File: config.mk
export PLATFORM = sky130hd
export DESIGN_NAME = pc
export DESIGN_NICKNAME = d
export VERILOG_FILES = /design/src/rtl/pc.sv
export SDC_FILE = /design/constraint.sdc
export NUM_CORES = 1
export LEC_CHECK = 0
export CORE_ASPECT_RATIO = 0.75
export CORE_MARGIN = 5
export CORE_UTILIZATION = 51
export CTS_BUF_LIST = sky130_fd_sc_hd__clkbuf_16
export DETAILED_ROUTE_END_ITERATION = 16
export PLACE_DENSITY_LB_ADDON = 0.2
export SYNTH_ARGS = -nofsm -noshare
export SYNTH_HDL_FRONTEND = slang
export SYNTH_SLANG_ARGS = --single-unit
File: constraint.sdc
create_clock -name clk -period 2.25 [get_ports clk]
set_input_delay 0.675 -clock clk [delete_from_list [all_inputs] [get_ports clk]]
set_output_delay 0.675 -clock clk [all_outputs]
set_load 0.05 [all_outputs]
File: src/rtl/pc.sv
// Program counter for the 8-bit CPU datapath: 16-bit PC exposed as PCHI:PCLO,
// plus the PCHITMP staging register that holds the high byte of a long-jump
// target until the jump strobe arrives.
module pc (
    input  logic       clk,
    input  logic       _MR,
    input  logic       _long_jump,
    input  logic       _local_jump,
    input  logic       _pchitmp_in,
    input  logic [7:0] D,
    output logic [7:0] PCHI,
    output logic [7:0] PCLO
);

    logic [15:0] pc_q, pc_d;
    logic [7:0]  pchitmp_q, pchitmp_d;

    // PC action by priority: long jump, then local jump, then 16-bit increment.
    // The long jump reads pchitmp_q, i.e. the value held before this edge, so a
    // same-edge PCHITMP load only affects later jumps.
    always_comb begin
        pc_d = pc_q + 16'd1;
        if (!_long_jump) begin
            pc_d = {pchitmp_q, D};
        end else if (!_local_jump) begin
            pc_d = {pc_q[15:8], D};
        end
    end

    // Staging register loads independently of whatever the PC does this edge.
    always_comb begin
        pchitmp_d = pchitmp_q;
        if (!_pchitmp_in) begin
            pchitmp_d = D;
        end
    end

    // State registers; _MR clears everything immediately and holds it cleared.
    always_ff @(posedge clk or negedge _MR) begin
        if (!_MR) begin
            pc_q      <= 16'h0000;
            pchitmp_q <= 8'h00;
        end else begin
            pc_q      <= pc_d;
            pchitmp_q <= pchitmp_d;
        end
    end

    assign PCHI = pc_q[15:8];
    assign PCLO = pc_q[7:0];

endmodule

==> results by group, run 1 <==
Status
  • Run status: finished, final reports clean

Setup path
  • Worst Path Arrival: approximately 1.5 ns
  • Worst flop-to-flop path startpoint: pc_q[0]
  • Crit-path cells: clkdlybuf4s50_1
  • Kind of launch point of the worst setup path: register
  • Longest individual stage delay on the worst path: 0.83 ns
  • Top cell family by delay on the critical path: buffers and inverters
  • Worst setup EP type: output pin
  • Reg2reg setup slack: 0.58 ns
  • Crit path from: pc_q[13]
  • Worst Reg-to-Reg Cells: 5
  • Maximum fanout along the worst path: 4
  • Buffers & Inverters on Critical Path: 1
  • Crit Reg-Reg Endpoint: pc_q[14]
  • Startpoint-to-endpoint class of the critical path: register to output pin
  • Critical path required time: 1.57 ns
  • Slowest library cell on the worst path: sky130_fd_sc_hd__clkdlybuf4s50_1

Placement
  • Number of cells in the design after placement: approximately 160
  • Total cell area at the placement stage: 1428 um^2
  • Final HPWL DP: 1928 um
  • Placer congestion estimate: 0.8040
  • Quantity of I/O buffers inserted on ports: 28

GRT
  • Vias in the first global route: 924
  • Number of antenna violations at the first check in global routing: 0
  • Wire length of the first global-routing pass: between 4000 and 5000 um
  • Global-route total usage across every layer: around 18%
  • Gr ovfl total: 0
  • Pin count of the biggest net entering global routing: 25

Synth
  • Sequential area share after synthesis: 52.81%
  • Gate count after technology mapping: 110
  • Register bit total from synthesis: 24
  • Fraction of registers with async set/reset: 100.0%
  • Count of flip-flops with a built-in enable after synthesis: 0
  • Synth Cell Area: between 1000 and 1500 um^2
  • Number of distinct library cells after synthesis: 21
  • Number of nets produced by synthesis: 124
  • Number of warnings reported in the yosys synthesis log: 0
  • Ys flop type: sky130_fd_sc_hd__dfrtp_1
  • Mean Syn Cell Area: around 10 um^2

Routing
  • Routed len/inst: 15.55 um
  • Number of vias per cell: 5.713
  • DR pass1 iterations: 4
  • Total routed wirelength: 2550 um
  • Number of DRC violations after detailed-routing iteration 0: 33
  • Routed wl met2: 1135 um
  • DRC: 0
  • Metal3 WL: ~200 um
  • Number of nets with antenna violations after detailed routing: 0
  • Vias after detailed routing: 937
  • Met1 Routed Length: 1197 um
  • Top Layer Used: met4

Power and ir drop
  • Share of power burned in combinational logic: 25.1%
  • Switching share of total power: 31.20%
  • Final Total Pwr: 1.204 mW
  • Power per Cell Area: approximately 800 nW/um^2
  • Static Leakage: 0.6159 nW
  • Total net switching power: 375.5 uW
  • Worst VDD drop: 0.0005834 V
  • Clock network fraction of design power: 30.9%
  • Portion of total power attributed to sequential cells: 44.0%
  • Internal Pwr Total: 828.1 uW

CTS
  • Maximum clock path buffer count: 2
  • Buffer count from post-CTS setup fixing: 0
  • Number of buffers inserted during clock tree synthesis: 3
  • Clock tree from TritonCTS: done
  • Hold_buf cts: 0
  • Cts repair resizes: 0
  • Number of clock sinks: 24
  • Latest clock arrival within the worst-skew pair: 0.25 ns
  • Clock Pin Slew Worst Setup and Hold Paths: 0.06 ns
  • Clock H-tree levels: 1
  • Cell at the root of the clock tree: sky130_fd_sc_hd__clkbuf_16

Finish
  • Number of inserted diodes: 0
  • Final cell count without fillers: 164
  • Fraction of the core area covered by cells at the end of the flow: 72.70%
  • Layout cells sized above 1: 20.00%
  • Fin area: ~1500 um^2
  • Syn-to-layout area delta: 32.12%
  • Net total in the final layout: approximately 160

STA
  • Shortest period the worst path allows: 2.159 ns
  • Maximum clock frequency: 463.2 MHz
  • Max-slew headroom: 66.96%
  • Transition time at the pin with the least slew margin: 0.4940 ns
  • Post-Route Skew: 0.003051 ns
  • Final clock period utilization by the worst path: 95.96%
  • Final setup violation count: 0
  • Sum of negative setup slack: 0 ns
  • RSZ-0062 raised after global routing: false
  • Final number of hold-violating endpoints: 0
  • Final slew viol count: 0

Die
  • Placeable core region: between 2000 and 2500 um^2
  • Chip height: 50.90 um
  • Starting utilization of the core area: between 50% and 60%
  • I/O pin cnt: 29
  • Die W: 64.53 um
  • Die footprint: 3284 um^2
  • Row Count: 14

Min path
  • Worst Hold Path EP: pchitmp_q[7]
  • HP Class: register to register
  • Startpoint of the tightest hold check path: pchitmp_q[7]
  • Cells on Worst Hold Path: 1

Job
  • Number of maximum-capacitance constraint violations: 0
==> cell usage after synthesis (all sizes together) (2+ instances only) <==
cell / count / area share [%]
nor4: 3 / 1.7
xnor2: 11 / 8.5
nand4: 4 / 2.2
nor2: 10 / 3.3
and3: 2 / 1.7
nand3: 6 / 2.6
clkbuf: 4 / 1.3
nor3: 3 / 1.3
xor2: 2 / 1.5
nand2: 11 / 3.6
o21ai: 7 / 3.1
a21oi: 7 / 3.1
dfrtp: 24 / 53
inv: 2 / 0.66
mux2: 9 / 8.9
==> worst max-delay path by stage <==
stage               end  slack, ns  cells after the start
6_report        PCHI[5]       0.09                      1
5_1_grt         PCHI[5]       0.03                      1
4_1_cts         PCHI[5]       0.09                      1
3_5_place_dp   pc_q[15]      -0.02                      5
3_3_place_gp   pc_q[14]       0.06                      5
2_1_floorplan  pc_q[14]       0.33                      5
==> flip-flops by register name, indices dropped and copies added, names as in the netlist <==
name / cells
pc_q: 16
pchitmp_q: 8
==> metal layers <==
layer / vias to the layer above / GRT usage [%]
met5: - / 0
met4: 0 / 3.509
met3: 2 / 5.921
met2: 41 / 27.05
met1: 446 / 24.41
li1: 448 / -
==> cell usage in the layout, fill, tap and decap left out <==
cell                               n
sky130_fd_sc_hd__o21ai_0           7
sky130_fd_sc_hd__nor2_1           10
sky130_fd_sc_hd__mux2_2            9
sky130_fd_sc_hd__clkbuf_16         3
sky130_fd_sc_hd__xor2_1            2
sky130_fd_sc_hd__dfrtp_1          24
sky130_fd_sc_hd__o31ai_1           1
sky130_fd_sc_hd__and3_4            1
sky130_fd_sc_hd__inv_1             2
sky130_fd_sc_hd__nand2_1          11
sky130_fd_sc_hd__a21oi_1           7
sky130_fd_sc_hd__and4_1            1
sky130_fd_sc_hd__xnor2_1          11
sky130_fd_sc_hd__nor4_1            3
sky130_fd_sc_hd__nand4_1           4
sky130_fd_sc_hd__a31oi_1           1
sky130_fd_sc_hd__and3_2            1
sky130_fd_sc_hd__clkdlybuf4s50_1  17
sky130_fd_sc_hd__nor3_1            3
sky130_fd_sc_hd__buf_4            14
sky130_fd_sc_hd__nand3_1           6
sky130_fd_sc_hd__ha_1              1
sky130_fd_sc_hd__or4_1             1
==> stage by stage <==
step           setup WS [ns]  hold slack, ns
2_1_floorplan         0.3305          0.3794
3_3_place_gp         0.06024          0.4938
3_5_place_dp        -0.02298          0.4975
4_1_cts              0.08979          0.5099
5_1_grt              0.03398          0.5287
6_report             0.09090          0.5078
==> cell families after synthesis <==
group | share of synthesized area, %
and+or+nand+nor | 17.82
adders and majority gates | 1.100
buffers and inverters | 1.980
AOI/OAI and AO/OA | 7.371
xor gates and xnor gates | 10.01
muxes | 8.911
DFF | 52.81
==> power groups by stage <==
stage	sequential [mW]	combinational, mW	clock, mW
2_1_floorplan	0.634	0.0864	0
3_3_place_gp	0.534	0.298	0
3_5_place_dp	0.536	0.303	0
4_1_cts	0.529	0.304	0.376
5_1_grt	0.539	0.322	0.394
6_report	0.530	0.302	0.372
==> area by class of cell <==
| class | count | area (um^2) |
|---|---|---|
| flip-flops and latches | 24 | 600.6 |
| fillers | 151 | 564.3 |
| multi-input cells | 80 | 514.2 |
| repair buffers | 31 | 275.3 |
| clock buffers | 3 | 75.07 |
| well taps | 24 | 30.03 |
| inverters | 2 | 7.507 |
No activity file was read; power rests on OpenSTA's default activity.
==> inputs of run 2 (changes only) <==
--- a/config.mk
+++ b/config.mk
@@ -10,6 +10,7 @@
 export CORE_UTILIZATION = 51
 export CTS_BUF_LIST = sky130_fd_sc_hd__clkbuf_16
 export DETAILED_ROUTE_END_ITERATION = 16
+export HOLD_SLACK_MARGIN = 0.02
 export PLACE_DENSITY_LB_ADDON = 0.2
 export SYNTH_ARGS = -nofsm -noshare
 export SYNTH_HDL_FRONTEND = slang
==> results of run 2 <==
Final layout, timing and power as in run 1 (identical DEF).
